==> src/rtl/analyzer_pkg.sv <==
// Shared types and constants for the SUMP command path.
package analyzer_pkg;

  typedef enum logic [1:0] {CD_IDLE, CD_PAYLOAD, CD_COMMIT} cmd_dec_state_t;

  localparam int unsigned LONG_CMD_BIT      = 7;
  localparam int unsigned CMD_PAYLOAD_BYTES = 4;
  localparam int unsigned BYTE_CNT_W        = $clog2(CMD_PAYLOAD_BYTES);

  localparam logic [7:0] OP_RESET      = 8'h00;
  localparam logic [7:0] OP_ARM        = 8'h01;
  localparam logic [7:0] OP_QUERY_ID   = 8'h02;
  localparam logic [7:0] OP_QUERY_META = 8'h04;
  localparam logic [7:0] OP_SET_DIV    = 8'h80;
  localparam logic [7:0] OP_SET_COUNT  = 8'h81;
  localparam logic [7:0] OP_TRIG_MASK  = 8'hC0;
  localparam logic [7:0] OP_TRIG_VAL   = 8'hC1;

  typedef struct packed {
    logic [7:0]  opcode;
    logic [31:0] payload;
  } sump_cmd_t;

  function automatic logic is_long_cmd(input logic [7:0] b);
    return b[LONG_CMD_BIT];
  endfunction

endpackage

==> src/rtl/cmd_timeout_timer.sv <==
// Inter-byte idle counter; expired stays high once LIMIT idle cycles have elapsed.
module cmd_timeout_timer #(
  parameter int unsigned LIMIT = 16,
  parameter int unsigned W     = $clog2(LIMIT + 1)
) (
  input  logic clock,
  input  logic ext_reset_n,
  input  logic clr,
  input  logic en,
  output logic expired
);

  logic [W-1:0] count;
  logic [W-1:0] count_next;

  // Saturate at LIMIT so a long stall cannot wrap back below it.
  always_comb begin
    count_next = count;
    if (clr) begin
      count_next = '0;
    end else if (en && (count != W'(LIMIT))) begin
      count_next = count + W'(1);
    end
  end

  always_ff @(posedge clock or negedge ext_reset_n) begin
    if (!ext_reset_n) begin
      count   <= '0;
      expired <= 1'b0;
    end else begin
      count   <= count_next;
      expired <= (count_next == W'(LIMIT));
    end
  end

endmodule

==> src/rtl/command_decoder.sv <==
// Assembles SUMP short/long commands from the UART byte stream.
// Optional inter-byte timeout is enabled by defining CMD_TIMEOUT_EN.
module command_decoder
  import analyzer_pkg::*;
#(
  parameter int unsigned TIMEOUT_CYCLES = 100_000,
  parameter int unsigned TIMEOUT_W      = $clog2(TIMEOUT_CYCLES + 1)
) (
  input  logic        clock,
  input  logic        ext_reset_n,
  input  logic [7:0]  rx_data,
  input  logic        rx_valid,
  input  logic        rx_error,
  output logic [7:0]  opcode,
  output logic [31:0] command,
  output logic        cmd_recv_rx,
  output logic        cmd_busy,
  output logic        cmd_error
);

  cmd_dec_state_t         state;
  sump_cmd_t              shadow;
  logic [BYTE_CNT_W-1:0]  byte_cnt;
  logic                   byte_accepted;
  logic                   timeout_expired;

  // rx_error always wins over a coincident byte.
  assign byte_accepted = rx_valid && !rx_error;

`ifdef CMD_TIMEOUT_EN
  cmd_timeout_timer #(
    .LIMIT (TIMEOUT_CYCLES),
    .W     (TIMEOUT_W)
  ) u_timeout (
    .clock       (clock),
    .ext_reset_n (ext_reset_n),
    .clr         (byte_accepted),
    .en          (state == CD_PAYLOAD),
    .expired     (timeout_expired)
  );
`else
  logic [TIMEOUT_W-1:0] timeout_unused;
  assign timeout_unused  = TIMEOUT_W'(TIMEOUT_CYCLES);
  assign timeout_expired = 1'b0;
`endif

  always_ff @(posedge clock or negedge ext_reset_n) begin
    if (!ext_reset_n) begin
      state       <= CD_IDLE;
      shadow      <= '0;
      byte_cnt    <= '0;
      opcode      <= '0;
      command     <= '0;
      cmd_recv_rx <= 1'b0;
      cmd_busy    <= 1'b0;
      cmd_error   <= 1'b0;
    end else begin
      cmd_recv_rx <= 1'b0;
      cmd_error   <= 1'b0;
      case (state)
        // COMMIT publishes the shadow and also accepts a new opcode like IDLE.
        CD_IDLE, CD_COMMIT: begin
          if (state == CD_COMMIT) begin
            opcode      <= shadow.opcode;
            command     <= shadow.payload;
            cmd_recv_rx <= 1'b1;
          end
          if (byte_accepted) begin
            shadow.opcode  <= rx_data;
            shadow.payload <= '0;
            byte_cnt       <= '0;
            if (is_long_cmd(rx_data)) begin
              state    <= CD_PAYLOAD;
              cmd_busy <= 1'b1;
            end else begin
              state    <= CD_COMMIT;
              cmd_busy <= 1'b0;
            end
          end else begin
            state    <= CD_IDLE;
            cmd_busy <= 1'b0;
          end
        end

        CD_PAYLOAD: begin
          if (rx_error) begin
            shadow    <= '0;
            cmd_error <= 1'b1;
            cmd_busy  <= 1'b0;
            state     <= CD_IDLE;
          end else if (rx_valid) begin
            shadow.payload[{byte_cnt, 3'b000} +: 8] <= rx_data;
            byte_cnt <= byte_cnt + BYTE_CNT_W'(1);
            if (byte_cnt == BYTE_CNT_W'(CMD_PAYLOAD_BYTES - 1)) begin
              state    <= CD_COMMIT;
              cmd_busy <= 1'b0;
            end
          end else if (timeout_expired) begin
            shadow    <= '0;
            cmd_error <= 1'b1;
            cmd_busy  <= 1'b0;
            state     <= CD_IDLE;
          end
        end

        default: begin
          state    <= CD_IDLE;
          cmd_busy <= 1'b0;
        end
      endcase
    end
  end

endmodule

==> config.mk <==
export PLATFORM = sky130hd
export DESIGN_NAME = command_decoder
export DESIGN_NICKNAME = d
export VERILOG_FILES = /design/src/rtl/analyzer_pkg.sv /design/src/rtl/cmd_timeout_timer.sv /design/src/rtl/command_decoder.sv
export SDC_FILE = /design/constraint.sdc
export NUM_CORES = 1
export LEC_CHECK = 0
export ABC_CLOCK_PERIOD_IN_PS = 2000
export BUFFER_PORTS_ARGS = -buffer_cell sky130_fd_sc_hd__buf_2
export CORE_ASPECT_RATIO = 1.75
export CORE_MARGIN = 5
export CORE_UTILIZATION = 30
export CTS_BUF_LIST = sky130_fd_sc_hd__clkbuf_8
export DETAILED_ROUTE_END_ITERATION = 10
export PLACE_DENSITY_LB_ADDON = 0.05
export SYNTH_ARGS = -nofsm -noshare
export SYNTH_HDL_FRONTEND = slang
export SYNTH_SLANG_ARGS = --single-unit
==> constraint.sdc <==
create_clock -name clock -period 2 [get_ports clock]
set_input_delay 0.4 -clock clock [delete_from_list [all_inputs] [get_ports clock]]
set_output_delay 0.4 -clock clock [all_outputs]
set_load 0.005 [all_outputs]
After elaboration in Yosys (flattened, before gate mapping)

Index checks and enable logic that the tools add are counted.
W data, S select, Z words.

Memories kept: 0
Input port bits: 12
Bits in latches: 0
Bits in writable memories: 0
Memory bits (read-only): 0
Register bits: 87

Div/mod/pow operators: 0
$lt $le $gt $ge: 0
$add $sub $neg: 2
Reductions and logical operators: 10
Mux-type cells: 25
Equal/unequal tests: 9
Shifts and indexed selects: 2
$mul: 0
Bitwise operators: 0

Operators with widths:

| kind                     | count |
|---|---|
| $mux W40                 | 2 |
| $pmux W40 S2             | 1 |
| $bwmux W32               | 1 |
| $mux W32                 | 1 |
| $shift A8 B7 Y32 const A | 1 |
| $shiftx A8 B7 Y32        | 1 |
| $mux W2                  | 8 |
| $mux W1                  | 9 |
| $ne A2 B2 Y1 const B     | 4 |
| $pmux W2 S2              | 2 |
| $neg A5 Y7               | 1 |
| $ne A3 B3 Y1 const B     | 2 |
| $reduce_and A3 Y1        | 2 |
| $eq A2 B2 Y1 const B     | 2 |
| $reduce_and A2 Y1        | 2 |
| $reduce_and A4 Y1        | 1 |
| $add A2 B1 Y2 const B    | 1 |
| $eq A2 B1 Y1 const B     | 1 |
| $logic_not A2 Y1         | 1 |
| $pmux W1 S2              | 1 |
| $reduce_bool A2 Y1       | 1 |
| $reduce_or A2 Y1         | 1 |
| $logic_and A1 B1 Y1      | 1 |
| $logic_not A1 Y1         | 1 |

Longest topological paths before layout

Depth after elaboration: 6
Depth in mapped cells: 7

Least setup slack after synthesis

No wires, ideal clock.

Path type: flip-flop to flip-flop
Start point: reg byte_cnt[0]
End point: reg shadow[10] in the netlist's numbering
Path slack: 0.164 ns
Data arrival time: 1.756 ns
Setup time: 0.079 ns
Stages on the path, launching flop included: 7
Data required time: 1.921 ns
Cell sequence: dfrtp_1 > inv_1 > ha_1 > nand4bb_1 > nor4_4 > nand2_1 > mux2i_1

Cells in the longest elaborated chain, start to end: 6
Elaborated cells on any way between the ends: 7
Those cells by class: add/sub (1); shift (2); mux (4)

Ends and longest elaborated chain:

| item                                                  | line                  | RTL |
|---|---|---|
| start, declared                                       | command_decoder.sv:23 | `logic [BYTE_CNT_W-1:0] byte_cnt;` |
| start signal, assigned                                | command_decoder.sv:93 | `byte_cnt <= byte_cnt + BYTE_CNT_W'(1);` |
| $neg A5 Y7 (*)                                        | command_decoder.sv:92 | `shadow.payload[{byte_cnt, 3'b000} +: 8] <= rx_data;` |
| $shiftx A8 B7 Y32 or $shift A8 B7 Y32 (tied branches) | command_decoder.sv:92 |  |
| $bwmux W32 (*)                                        | command_decoder.sv:92 |  |
| $mux W32 (*)                                          | command_decoder.sv:91 | `end else if (rx_valid) begin` |
| $mux W40 (*)                                          | command_decoder.sv:86 | `if (rx_error) begin` |
| $pmux W40 S2 (*)                                      | command_decoder.sv:60 | `case (state)` |
| end, declared                                         | command_decoder.sv:22 | `sump_cmd_t shadow;` |

Every way passes the cells marked *; elsewhere a longest branch is shown, timed or not. The select of a mux whose other input is x is not followed.
A chain may end at the register's enable or synchronous reset.

Worst setup path after layout

Start point: reg byte_cnt[1]
End point: reg shadow[21] in the netlist's numbering

The elaborated chain is that of the path after synthesis.

==> impl_metrics.ini <==
[detailed_routing]
post-route-drc-count = 0
num_vias = 2509
vias_per_cell = 4.36
totalWireLength_um = 8810
drt_first_iter_violations = 76
wire_per_inst_um = 15.3
drt_pass1_iterations = 4
drtAntennaViolNets = 0

[setup_path]
reg2reg_to = shadow[21]
crit_arrival_ps = 2130
max_stage_delay_ps = 440
reg2reg_from = byte_cnt[1]
r2r_setup_slack_ps = 150
ff2ff_path_depth = 7
worstSetupStartpoint = byte_cnt[1]
worstPathMaxFanout = 8
worstSetupPathType = reg2reg
end_kind = flip-flop
path_cells = inv_1, ha_1, nand4bb_4, nor4_4, buf_4, nand2_1, mux2i_1
cp_slowest_cell = ha_1
crit_required_ps = 2280
cp-start-kind = flip-flop
setup.worst_path.end = shadow[21]

[synthesis]
yosys_warnings = 0
synth_top_area_cell = dfrtp_1
ys_ff_latch = 87
synth_cell_type_count = 28
synth_nets = 363
synth.avg_cell_area_sq_um = 10.8
synthesis.area_sq_mm = 0.00371
synth_top_cell_area_share_pct = 58.6
yosysSeqAreaShare_pct = 58.6
synth_area_leaders = dfrtp_1 (59%), mux2i_1 (8.4%), nand2_1 (7.6%)
synthCells = 345

[timing]
finalMaxSlewViolations = 0
relSlewSlack_pct = 68.0
worst_pin_slew_ps = 476
fin_ws_ps = 148
setup_viol = 0
max_freq_mhz = 540
hold_viol = 0
skew_ps = 11.7
period_share_pct = 92.6
period_needed_ps = 1850

[clock_network]
h-tree-depth = 3
clkLatencyLatePin_ps = 360
clk_pin_slew_worst_paths_ps = 90
cts_buffer_depth = 2
clock-sinks = 87
numCtsBuffers = 9
cts_tree = yes
root_buffer = clkbuf_8

[floorplan]
die_y_um = 157
dieArea_sq_mm = 0.0148
rows = 53
start_util_pct = 30.8
chipWidth_um = 94.1
ios = 55
core-area_sq_mm = 0.0121

[finish]
seqCellArea_sq_mm = 0.00218
fin_cells = 576
fillers = 1286
areaGrowthSynthToFinish_pct = 19.6
multi_input_area_sq_mm = 0.00133
drive_gt1_share_pct = 24.3
nNetsFinal = 424
diodes = 0
fin_util_pct = 36.8

[placement]
place_inst = 557
dp.final_hpwl_um = 6120
dp_slack_ps = 112
port_buffers = 54
gp_congestion = 0.753

[global_routing]
grt_pass1_vias = 2522
grt.total_usage_pct = 12.8
antenna_found_initial = 0
grt_pass1_wl_um = 14200
grt_max_degree = 48
overflow = 0

[min_path]
worstHoldStart = rx_data[0]
hold_path.class = in2reg

[outcome]
outcome = finished, final reports clean

[power_and_ir_drop]
p_sw_share_pct = 27.8
p_switching_uw = 1050
pwr-share-comb_pct = 15.6
power_density_mw_per_mm2 = 848
internal_power_uw = 2720
clock_power_share_pct = 30.6
power_uw = 3770
seq_power_share_pct = 53.8
vdd.ir_drop.worst_mv = 0.332
leakagePower_uw = 0.00220

[flow_run]
drv_cap = 0
[critical path: cells and delay by family (launching register included)]
kind / cells / cell delay, ps
adder cells (fa/ha/maj): 1 / 440
buffers and inverters: 2 / 290
flip-flops: 1 / 410
multiplexers: 1 / 120
AND/OR/NAND/NOR: 3 / 510
[power groups by stage]
stage | Sequential, uW | Clock [uW] | Combinational [uW]
after global routing | 2050 | 1280 | 659
after global placement | 2060 | 0 | 596
after CTS | 2030 | 1210 | 605
after detailed placement | 2060 | 0 | 602
after floorplan | 2070 | 0 | 289
final | 2020 | 1150 | 588
[registers in the layout (all words and copies together), names as in the netlist]
name and flops:
cmd_error 1, shadow 40, byte_cnt 2, command 32, state 2, opcode 8
cmd_recv_rx 1, cmd_busy 1
[worst min path at each step]
| stage | to | slack [ps] | depth (start not counted) |
|---|---|---|---|
| finish | shadow[24] | 360 | 3 |
| detailed placement | command[19] | 390 | 1 |
| global placement | command[19] | 380 | 1 |
| global route | shadow[24] | 340 | 3 |
| floorplan | byte_cnt[0] | 100 | 0 |
| CTS | shadow[24] | 350 | 3 |
[what timing repair did]
action,4_1_cts,5_1_grt
setup buffers,0,2
setup endpoints to repair,0,10
endpoints found under the hold margin,23,0
hold buffers,1,0
gates resized for setup,0,1
[cell usage after synthesis]
| cell type | number |
|---|---|
| clkbuf_1 | 9 |
| nand2_1 | 75 |
| nor2b_2 | 1 |
| a22oi_1 | 1 |
| o21ai_0 | 34 |
| nand2b_1 | 4 |
| and2_1 | 1 |
| mux2i_1 | 31 |
| a22o_1 | 1 |
| inv_1 | 38 |
| nor2_1 | 5 |
| buf_2 | 6 |
| a32o_1 | 1 |
| nor4_4 | 3 |
| buf_6 | 1 |
| a21oi_1 | 12 |
| mux2_2 | 9 |
| a21oi_4 | 4 |
| o31ai_1 | 1 |
| ha_1 | 6 |
| and4_1 | 1 |
| o21ai_1 | 1 |
| nand3b_1 | 1 |
| nor2b_1 | 2 |
| o22ai_1 | 8 |
| nand4bb_1 | 1 |
| dfrtp_1 | 87 |
| buf_1 | 1 |
[metrics by stage]
step / hold WS [ps] / area, sq um / setup TNS [ps]
floorplan: 104 / 3710 / 0
global placement: 379 / 4220 / 0
detailed placement: 387 / 4220 / 0
CTS: 347 / 4410 / 0
global route: 343 / 4440 / -23.4
finish: 357 / 4440 / 0
[cell type report]
cell class	instances	area share [%]
multi-input cells	203	30.0
clock buffers	11	3.41
well taps	165	4.65
repair buffers	67	8.96
flip-flops and latches	87	49.0
inverters	38	3.21
clock inverters	5	0.732
[kinds of logic (layout without fill, tap and decap cells)]
group | after synthesis | after routing | synth area share, %
adder cells (fa/ha/maj) | 6 | 6 | 2.02
buffers and inverters | 55 | 121 | 5.96
AO/OA/AOI/OAI | 63 | 63 | 10.3
multiplexers | 40 | 40 | 11.1
flip-flops | 87 | 87 | 58.6
AND/OR/NAND/NOR | 94 | 94 | 12.0
[layer usage]
layer | up-vias | share of wire [%] | track usage [%]
li1 | 1247 | - | -
met1 | 1212 | 44 | 15.9
met2 | 39 | 52 | 21.7
met3 | 11 | 2.9 | 2.77
met4 | 0 | 1.4 | 4.75
met5 | - | 0 | 0
[layout by cell type, fill, tap and decap left out]
cell / instances
inv_1: 39
clkinv_2: 1
mux2i_1: 31
clkbuf_8: 11
nand3b_1: 1
a32o_1: 1
and4_1: 1
buf_4: 11
buf_2: 53
dlygate4sd3_1: 1
and2_1: 1
o21ai_0: 34
clkinvlp_4: 2
nand2_1: 75
inv_6: 1
nor4_4: 3
nand2b_2: 1
nor2b_1: 2
o21ai_1: 1
a22o_1: 1
a22oi_1: 1
o31ai_1: 1
nand4bb_4: 1
ha_1: 6
mux2_2: 9
nor2_1: 5
dfrtp_1: 87
buf_12: 2
nor2b_2: 1
a21oi_4: 4
o22ai_1: 8
nand2b_1: 3
a21oi_1: 12
Note: power is estimated with default switching activity, not from simulation.
